==> config.mk <==
export PLATFORM = sky130hd
export DESIGN_NAME = sram_access_ctrl
export DESIGN_NICKNAME = d
export VERILOG_FILES = /design/src/rtl/sram_access_ctrl.sv
export SDC_FILE = /design/constraint.sdc
export NUM_CORES = 1
export LEC_CHECK = 0
export CORE_MARGIN = 2
export CORE_UTILIZATION = 35
export DETAILED_ROUTE_END_ITERATION = 10
export PLACE_DENSITY_LB_ADDON = 0.2
export SYNTH_ARGS = -nofsm -noshare
export SYNTH_HDL_FRONTEND = slang
export SYNTH_SLANG_ARGS = --single-unit
==> constraint.sdc <==
create_clock -name clk -period 2.7 [get_ports clk]
set_input_delay 0.675 -clock clk [delete_from_list [all_inputs] [get_ports clk]]
set_output_delay 0.675 -clock clk [all_outputs]
set_load 0.02 [all_outputs]
==> src/rtl/sram_access_ctrl.sv <==
// ============================================================================
// Module      : sram_access_ctrl
// Description : Single-word SRAM request responder that sequences the analog
//               macro controls: precharge, wordline, write, and sense.
// Revision    : 1.0 - initial release
// ============================================================================
`default_nettype none

module sram_access_ctrl #(
    parameter int numRows    = 128,
    parameter int numCols    = 32,
    parameter int pchCycles  = 2,
    parameter int wlCycles   = 2,
    parameter int saenCycles = 1
) (
    input  logic                       clk,
    input  logic                       rst,
    input  logic                       rq_valid_i,
    input  logic                       rq_wr_i,
    input  logic [$clog2(numRows)-1:0] addr_i,
    input  logic [numCols-1:0]         wr_data_i,
    output logic                       rq_ready_o,
    output logic                       rd_valid_o,
    output logic [numCols-1:0]         rd_data_o,
    output logic [numRows-1:0]         WL,
    output logic                       PCH,
    output logic                       WRITE,
    output logic [numCols-1:0]         WR_DATA,
    output logic [numCols-1:0]         CSEL,
    output logic                       SAEN,
    input  logic [numCols-1:0]         SA_OUT
);

    localparam int c_aw        = $clog2(numRows);
    localparam int c_max_a     = (pchCycles > wlCycles) ? pchCycles : wlCycles;
    localparam int c_cnt_max   = (c_max_a > saenCycles) ? c_max_a : saenCycles;
    localparam int c_cnt_w     = (c_cnt_max > 1) ? $clog2(c_cnt_max) : 1;

    localparam logic [c_cnt_w-1:0] c_pch_load  = c_cnt_w'(pchCycles - 1);
    localparam logic [c_cnt_w-1:0] c_wl_load   = c_cnt_w'(wlCycles - 1);
    localparam logic [c_cnt_w-1:0] c_saen_load = c_cnt_w'(saenCycles - 1);

    localparam logic [2:0] c_idle      = 3'd0;
    localparam logic [2:0] c_precharge = 3'd1;
    localparam logic [2:0] c_wordline  = 3'd2;
    localparam logic [2:0] c_sense     = 3'd3;
    localparam logic [2:0] c_done      = 3'd4;

    logic [2:0]         r_state;
    logic [2:0]         w_state_nxt;
    logic [c_cnt_w-1:0] r_cnt;
    logic [c_cnt_w-1:0] w_cnt_nxt;
    logic [c_aw-1:0]    r_addr;
    logic               r_wr;

    logic               w_accept;
    logic [c_aw-1:0]    w_addr_nxt;
    logic               w_wr_nxt;
    logic [numCols-1:0] w_wr_data_nxt;
    logic [numRows-1:0] w_wl_nxt;
    logic               w_pch_nxt;
    logic               w_write_nxt;
    logic [numCols-1:0] w_csel_nxt;
    logic               w_saen_nxt;
    logic               w_ready_nxt;
    logic               w_rd_valid_nxt;
    logic               w_capture;

    assign w_accept  = ((r_state == c_idle) || (r_state == c_done)) && rq_valid_i;
    assign w_capture = (r_state == c_sense) && (r_cnt == '0);

    always_ff @(posedge clk) begin
        if (rst) begin
            r_state    <= c_idle;
            r_cnt      <= '0;
            r_addr     <= '0;
            r_wr       <= 1'b0;
            rq_ready_o <= 1'b1;
            rd_valid_o <= 1'b0;
            rd_data_o  <= '0;
            WL         <= '0;
            PCH        <= 1'b0;
            WRITE      <= 1'b0;
            WR_DATA    <= '0;
            CSEL       <= '0;
            SAEN       <= 1'b0;
        end else begin
            r_state    <= w_state_nxt;
            r_cnt      <= w_cnt_nxt;
            r_addr     <= w_addr_nxt;
            r_wr       <= w_wr_nxt;
            rq_ready_o <= w_ready_nxt;
            rd_valid_o <= w_rd_valid_nxt;
            WL         <= w_wl_nxt;
            PCH        <= w_pch_nxt;
            WRITE      <= w_write_nxt;
            WR_DATA    <= w_wr_data_nxt;
            CSEL       <= w_csel_nxt;
            SAEN       <= w_saen_nxt;
            if (w_capture) begin
                rd_data_o <= SA_OUT;
            end
        end
    end

    // The counter is reloaded with (duration-1) on every state entry.
    always_comb begin
        w_state_nxt = r_state;
        w_cnt_nxt   = r_cnt - 1'b1;
        case (r_state)
            c_idle, c_done: begin
                w_cnt_nxt = '0;
                if (rq_valid_i) begin
                    w_state_nxt = c_precharge;
                    w_cnt_nxt   = c_pch_load;
                end else begin
                    w_state_nxt = c_idle;
                end
            end
            c_precharge: begin
                if (r_cnt == '0) begin
                    w_state_nxt = c_wordline;
                    w_cnt_nxt   = c_wl_load;
                end
            end
            c_wordline: begin
                if (r_cnt == '0) begin
                    if (r_wr) begin
                        w_state_nxt = c_idle;
                        w_cnt_nxt   = '0;
                    end else begin
                        w_state_nxt = c_sense;
                        w_cnt_nxt   = c_saen_load;
                    end
                end
            end
            c_sense: begin
                if (r_cnt == '0) begin
                    w_state_nxt = c_done;
                    w_cnt_nxt   = '0;
                end
            end
            default: begin
                w_state_nxt = c_idle;
                w_cnt_nxt   = '0;
            end
        endcase
    end

    // Outputs are decoded from the next state so the registered controls line
    // up with the state they belong to.
    always_comb begin
        w_addr_nxt     = w_accept ? addr_i : r_addr;
        w_wr_nxt       = w_accept ? rq_wr_i : r_wr;
        w_wr_data_nxt  = (w_accept && rq_wr_i) ? wr_data_i : WR_DATA;
        w_wl_nxt       = '0;
        if ((w_state_nxt == c_wordline) || (w_state_nxt == c_sense)) begin
            w_wl_nxt[w_addr_nxt] = 1'b1;
        end
        w_pch_nxt      = (w_state_nxt == c_precharge);
        w_write_nxt    = (w_state_nxt == c_wordline) && w_wr_nxt;
        w_csel_nxt     = ((w_state_nxt == c_precharge) || (w_state_nxt == c_wordline) ||
                          (w_state_nxt == c_sense)) ? '1 : '0;
        w_saen_nxt     = (w_state_nxt == c_sense);
        w_ready_nxt    = (w_state_nxt == c_idle) || (w_state_nxt == c_done);
        w_rd_valid_nxt = (w_state_nxt == c_done);
    end

endmodule

`default_nettype wire

# Word level (Yosys, flattened, before mapping)
# Index checks and enable logic that the tools add are counted.
[word_totals]
reg_bits = 241
inputBits = 75
elab_cells = 56
[classes]
addsub = 1
magnitude_cmp = 2
eq_ne = 8
muxes = 15
n_bitwise = 2
reduce_logical = 15
[ops]
columns = ["cell", "n"]
rows = [
  ["$mux 32", 1],
  ["$eq 3x2->1 const B", 4],
  ["$pmux 3 s4", 1],
  ["$mux 3", 3],
  ["$lt 7x8->1 const B", 1],
  ["$demux 1 s7", 1],
  ["$ge 7x1->1 const B", 1],
  ["$mux 7", 1],
  ["$eq 3x1->1 const B", 2],
  ["$eq 3x3->1 const B", 2],
  ["$logic_not 3->1", 2],
  ["$mux 1", 6],
  ["$reduce_or 2->1", 3],
  ["$logic_and 1x1->1", 5],
  ["$logic_or 1x1->1", 5],
  ["$pmux 1 s3", 1],
  ["$mux 2", 1],
  ["$not 1->1", 2],
  ["$sub 1x1->1 const B", 1],
]

# Longest topological paths before layout
# Gate-level depths: netlist of run 1.
[depth]
depth_word = 8
mapped_depth = 8

# Worst setup path after synthesis of run 1
# Ideal clock, no wire load.
[synth_timing]
path_type = "input to register"
from = "in rq_valid_i"
to = "reg WL[121]"
arrival_ps = 2102
required_ps = 2621
slack_ps = 519
cell_stages = 7
cell_sequence = "or3b_1 buf_6 mux2i_1 or3b_1 clkbuf_1 buf_2 nor3_1"
[synth_via]
elab_chain_len = 6
elab_cells_between_ends = 14
[synth_rtl]
columns = ["item", "line_no", "source"]
rows = [
  ["start: declaration", "18", "input logic rq_valid_i,"],
  ["$logic_and 1x1->1 / $mux 1 (equally long branches)", "69, 113", ""],
  ["$mux 7 / $pmux 3 s4 (equally long branches)", "153, 110", ""],
  ["$lt 7x8->1 (not written as such) (tied with other cells)", "158", "w_wl_nxt[w_addr_nxt] = 1'b1;"],
  ["$logic_and 1x1->1 (not written as such) / $logic_or 1x1->1 (equally long branches)", "158, 157", ""],
  ["$mux 1 (not written as such) / $not 1->1 (equally long branches)", "--", ""],
  ["$demux 1 s7 / $reduce_or 2->1 (equally long branches)", "--", ""],
  ["end signal: assignment", "94", "WL <= w_wl_nxt;"],
  ["end: declaration", "25", "output logic [numRows-1:0] WL,"],
]
# Several ways; a longest one is shown, not always the timed one.
# A chain may end at the register's enable or synchronous reset.

==> results.md, run 1 <==
* GPL Wtd Cong at 0.729
* Synth Cell Area at 7000 µm²
* Post-synth EDFFs at 0
* HP Class: reg -> reg
* Setup ws final at 294 ps
* Synth warnings at 0
* CP endpoint kind: primary output
* Fmax at 416 MHz
* #FFs+latches synth at 210
* Via-to-Cell Ratio at 4.40
* CTS tree: done
* CP bufs+invs at 2
* Slowest-stage cell, CP: clkdlybuf4s50_1
* Largest net degree at the start of global routing at 80
* Synthesized Nets at 781
* Post-route DRC at 0
* Setup Skew at 12.7 ps
* Final WL at 19.5 mm
* DRT antenna net count at 0
* TritonRoute pass-1 iters at 4
* Via count at 5580
* Post-Synthesis Cells at 706
* GRT Overall Usage at 0.175
* Max_cap viols at 0
* Max FO, Critical Path at 32
* Sum Neg Setup Slack at 0 ps
* Slowest stage delay, CP at 670 ps
* Total die area at 21100 µm²
* Clock sink count at 210
* Pint at 0.00544 W
* Tmin final at 2410 ps
* Final setup violation count at 0
* Layout cells sized above 1 at 0.126
* Startpoint Class: flip-flop
* Top-count cell post-synth: dfxtp_1
* Final net count at 1063
* Syn Area/Cell at 9.91 µm²
* Family with the most delay on the worst path: buffers and inverters
* Slew @ Worst Pin at 851 ps
* Final hold violation count at 0
* Avg WL per Cell at 15.4 µm
* Post-CTS Setup Bufs at 0
* Sw Share at 0.254
* Bufs on Longest Clock Path at 3
* Gate power share at 0.156
* Largest cells by area after synthesis: dfxtp_1 (60%), nand2_1 (7.5%), a21oi_1 (5.0%)
* CTS buffer count at 22
* H-tree Lvls at 1
* Die outline width at 145 µm
* Layout area overhead at 56.6%
* Arrival @ worst endpoint at 1730 ps
* Remaining Overflow, GRT at 0
* CTS resizes at 0
* DP Worst Slack at 26.6 ps
* Final HPWL DP at 13.7 mm
* PwrDens at 665 nW/µm²
* Worst-Skew Late Latency at 490 ps
* Reg clk slew, reported paths at 60 ps
* Root buf cell: clkbuf_16
* Vias in the first global route at 5530
* Finished Core Util at 0.561
* Psw at 0.00185 W
* Post-synth ARST share at 0
* Initial DRC count at 174
* Synth area leader: dfxtp_1
* Cell Rows at 51
* Setup CP Type: reg -> out
* Initial antenna violation count at 2
* I/O pins at 304
* Cts hold-fix bufs at 0
* Relative slew slack at 0.433
* Static leakage at 3.82 nW
* Commonest cells post-synth: dfxtp_1 (210), nand2_1 (139), nor2_1 (79)
* Starting Density at 0.358
* Clock Power Share at 0.404
* Yosys cell types at 37
* Final period util at 0.891
* Peak supply drop at 485 µV
* Share of the synthesized area in the top cell type at 0.601
* PortBufs at 303
* Main flop type after synthesis: dfxtp_1
* Status: finished clean
* RSZ-0062 raised after global routing: false
* Final Max Slew Viols at 0
* Worst endpoint required time at 2030 ps
* Sequential Power Share at 0.440
* First-pass GRT wire length at 30.2 mm
* Core area at 19500 µm²
* Seq/Total Area, Yosys at 0.601
* Die H at 145 µm
* Worst-path cell chain: buf_4, clkdlybuf4s50_1
==> cell usage in the layout (no fill, tap or decap), drive strengths merged, types with 5 or more instances in the layout <==
cell           netlist  layout
dfxtp              210     210
nand2              145     145
nor2                79      79
nor3                68      68
mux2i               11      11
nand2b               7       7
a21oi               70      70
buf                 60      39
clkbuf              23      33
nor2b                5       5
clkdlybuf4s50        0     302
==> tightest hold or removal path: stages, from the launching register on <==
cell and delay (ps):
dfxtp_1 300, nand2_1 50, a21oi_1 50
==> power groups by stage <==
stage          clock, W  sequential (W)  combinational [W]
6_report        0.00294         0.00321            0.00114
5_1_grt         0.00314         0.00321            0.00121
4_1_cts         0.00302         0.00321            0.00115
3_5_place_dp          0         0.00327            0.00115
3_3_place_gp          0         0.00327            0.00114
2_1_floorplan         0         0.00335           0.000636
==> logic make-up after synthesis <==
group                  count (synthesis)  synth area share
muxes                                 14            0.0342
buffers and inverters                 85            0.0787
and+or+nand+nor                      321             0.229
AOI/OAI and AO/OA                     76            0.0569
DFF                                  210             0.601
==> worst paths after layout <==
kind	from	end	slack [ps]	cells past startpoint
setup reg to reg	r_state[1]	WL[92]	730	6
hold / removal	rd_data_o[12]	rd_data_o[12]	450	2
setup / recovery	CSEL[30]	CSEL[21]	290	2
hold reg to reg	rd_data_o[12]	rd_data_o[12]	450	2
==> cell type report <==
class / count / area [µm²]
fillers: 1728 / 8570
flip-flops and latches: 210 / 4200
repair buffers: 341 / 3460
multi-input cells: 411 / 2240
clock buffers: 33 / 643
well taps: 265 / 332
clock inverters: 6 / 61.3
inverters: 2 / 7.51
diodes: 1 / 2.50
==> flip-flops by register name, indices dropped and copies added (netlist names), 3 cells and up <==
register   cells
rd_data_o     32
r_addr         7
WR_DATA       32
WL           128
r_state        3
==> routing by layer <==
metal  global-route usage  wire length, µm
met3               0.0643             1850
met4               0.0441              408
met5                    0                0
met1                0.217             8330
met2                0.290             8950
==> metrics by stage <==
| step | cells | power [W] | hold slack, ps | area, µm² |
|---|---|---|---|---|
| 2_1_floorplan | 706 | 0.00398 | 470 | 7000 |
| 3_3_place_gp | 1229 | 0.00441 | 441 | 10200 |
| 3_5_place_dp | 1229 | 0.00442 | 446 | 10200 |
| 4_1_cts | 1268 | 0.00738 | 454 | 11000 |
| 5_1_grt | 1268 | 0.00756 | 476 | 11000 |
| 6_report | 1269 | 0.00728 | 451 | 11000 |
(Power assumes the default switching activity.)
==> run 2, diff against run 1 <==
--- a/config.mk
+++ b/config.mk
@@ -5,10 +5,10 @@
 export SDC_FILE = /design/constraint.sdc
 export NUM_CORES = 1
 export LEC_CHECK = 0
-export CORE_MARGIN = 2
+export CORE_MARGIN = 10
 export CORE_UTILIZATION = 35
 export DETAILED_ROUTE_END_ITERATION = 10
-export PLACE_DENSITY_LB_ADDON = 0.2
+export PLACE_DENSITY = 0.68
 export SYNTH_ARGS = -nofsm -noshare
 export SYNTH_HDL_FRONTEND = slang
 export SYNTH_SLANG_ARGS = --single-unit
==> run 2 against run 1 <==
Net effect: via count up 2.0%; total power increased by 5.0%; count of clock-buffer cells in the layout stayed put; clock skew rose by 10 ps; hold slack barely moved; register-to-register slack lost 80 ps; fmax decreased by 0.55%; cell area grew 1.1%.
==> results.md, run 2 (synthesized netlist as in run 1, its figures left out) <==
* GPL Wtd Cong at 0.794 (+8.8%)
* Fmax at 413 MHz (-0.55%)
* Status: finished clean
* Worst-Skew Late Latency at 520 ps (+30 ps)
* H-tree Lvls at 1 (unchanged)
* Final net count at 1065 (+0.19%)
* Clock sink count at 210 (unchanged)
* Slowest-stage cell, CP: clkdlybuf4s50_1
* Final Max Slew Viols at 0 (unchanged)
* CP bufs+invs at 2 (unchanged)
* Slowest stage delay, CP at 670 ps (about the same)
* CTS resizes at 0 (unchanged)
* Largest register FFs at 128 (unchanged)
* Via-to-Cell Ratio at 4.47 (+1.7%)
* PortBufs at 303 (unchanged)
* Via count at 5689 (+2.0%)
* Setup Skew at 22.6 ps (+9.96 ps)
* Startpoint Class: flip-flop
* Slew @ Worst Pin at 846 ps (-5.04 ps)
* Remaining Overflow, GRT at 0 (unchanged)
* Core area at 19600 µm² (+0.33%)
* Cts hold-fix bufs at 0 (unchanged)
* Arrival @ worst endpoint at 1740 ps (about the same)
* Tmin final at 2420 ps (+13.3 ps)
* Sw Share at 0.249 (-0.00447)
* Vias in the first global route at 5823 (+5.3%)
* Layout cells sized above 1 at 0.128 (+0.00261)
* Post-route cell area at 11100 µm² (+1.1%)
* Psw at 0.00191 W (+3.2%)
* Hold Crit Start: WR_DATA[2]
* Worst-path cell chain: buf_4, clkdlybuf4s50_1
* Total die area at 26000 µm² (+23%)
* HP Class: reg -> reg
* Leading registers by flop count: WL (128), WR_DATA (32), rd_data_o (32)
* Avg WL per Cell at 17.0 µm (+11%)
* Sum Neg Setup Slack at 0 ps (unchanged)
* PwrDens at 691 nW/µm² (+3.9%)
* Die H at 161 µm (+11%)
* Reg clk slew, reported paths at 60 ps (about the same)
* Max FO, Critical Path at 32 (unchanged)
* Max_cap viols at 0 (unchanged)
* I/O pins at 304 (unchanged)
* Crit Reg-Reg Startpoint: r_state[0]
* Post-CTS Setup Bufs at 0 (unchanged)
* Final period util at 0.896 (+0.00492)
* First-pass GRT wire length at 33.8 mm (+12%)
* Pint at 0.00575 W (+5.7%)
* Worst endpoint required time at 2030 ps (about the same)
* Family with the most delay on the worst path: buffers and inverters
* Relative slew slack at 0.436 (+0.00336)
* Fillers at 1729 (+0.058%)
* DRT antenna net count at 0 (unchanged)
* Worst Hold Margin at 451 ps (+0.0800 ps)
* Bufs on Longest Clock Path at 3 (unchanged)
* CTS buffer count at 23 (+4.5%)
* Final WL at 21.7 mm (+11%)
* Layout area overhead at 58.3%
* Most frequent cells in the layout: clkdlybuf4s50_1 (302), dfxtp_1 (210), nand2_1 (139)
* DP Area at 10300 µm² (+0.20%)
* Setup CP Type: reg -> out
* Most flop-heavy register: WL
* CTS tree: done
* Final setup violation count at 0 (unchanged)
* Initial DRC count at 235 (+35%)
* Starting Density at 0.357 (-0.00117)
* RSZ-0062 raised after global routing: false
* Clock Power Share at 0.432 (+0.028)
* Cell Rows at 51 (unchanged)
* Overall power at 0.00765 W (+5.0%)
* Sequential Power Share at 0.419 (-0.021)
* Final hold violation count at 0 (unchanged)
* Commonest non-fill, non-tap cell in the layout: clkdlybuf4s50_1
* Die outline width at 161 µm (+11%)
* TritonRoute pass-1 iters at 4 (unchanged)
* Initial antenna violation count at 1 (-1)
* Peak supply drop at 412 µV (-15%)
* Root buf cell: clkbuf_16
* GRT Overall Usage at 0.159 (-0.0161)
* Gate power share at 0.149 (-0.007)
* Static leakage at 3.88 nW (+1.6%)
* CP endpoint kind: primary output
* Final HPWL DP at 15.8 mm (+15%)
* Post-route DRC at 0 (unchanged)
* Largest net degree at the start of global routing at 80 (unchanged)
* Worst Setup SP: CSEL[30]
* R2R setup slack at 650 ps (-80 ps)
-- run 2: cell types whose count changed in the layout (fill, tap and decap cells not counted), sizes merged --
cell,previous run,this run
bufinv,1,4
clkinv,4,2
inv,2,4
clkinvlp,1,0
buf,39,40
-- run 2: path summary, 6_finish.rpt --
check          endpoint  cells after the start
max            CSEL[21]                      2
min          WR_DATA[2]                      2
max reg2reg      WL[31]                      5
min reg2reg  WR_DATA[2]                      2
-- run 2: power groups by stage --
| stage | clock network [W] | registers, W | logic [W] |
|---|---|---|---|
| floorplan | 0 | 0.00335 | 0.000636 |
| global placement | 0 | 0.00327 | 0.00115 |
| detailed placement | 0 | 0.00327 | 0.00116 |
| CTS | 0.00337 | 0.00321 | 0.00116 |
| global route | 0.00351 | 0.00321 | 0.00122 |
| finish | 0.00330 | 0.00321 | 0.00114 |
-- run 2: through the flow --
stage | worst slack (ps) | std cells | utilization
finish | 281 | 1272 | 0.565
global route | 188 | 1271 | 0.565
CTS | 235 | 1271 | 0.565
detailed placement | -42.6 | 1230 | 0.524
global placement | 17.0 | 1230 | 0.524
floorplan | 519 | 706 | -
-- run 2: layer usage --
metal	vias to the layer above	routed length, µm	GRT usage
met5	-	0	0
met4	0	397	0.0364
met3	24	2370	0.0686
met2	231	10100	0.261
met1	2613	8770	0.187
li1	2821	-	-
-- run 2: tightest hold or removal path: cells and delay by family (launching register included) --
family / cells / cell delay (ps)
AO/OA/AOI/OAI: 1 / 50
AND/OR/NAND/NOR: 1 / 50
flip-flops: 1 / 310
-- run 2: cell type report --
| cell class | instances | area [µm²] | area share |
|---|---|---|---|
| Antenna cell | 1 | 2.50 | 0.000226 |
| Clock buffer | 33 | 643 | 0.0581 |
| Clock inverter | 8 | 163 | 0.0147 |
| Inverter | 2 | 7.51 | 0.000678 |
| Multi-Input combinational cell | 411 | 2240 | 0.202 |
| Sequential cell | 210 | 4200 | 0.380 |
| Tap cell | 265 | 332 | 0.0299 |
| Timing Repair Buffer | 342 | 3480 | 0.315 |
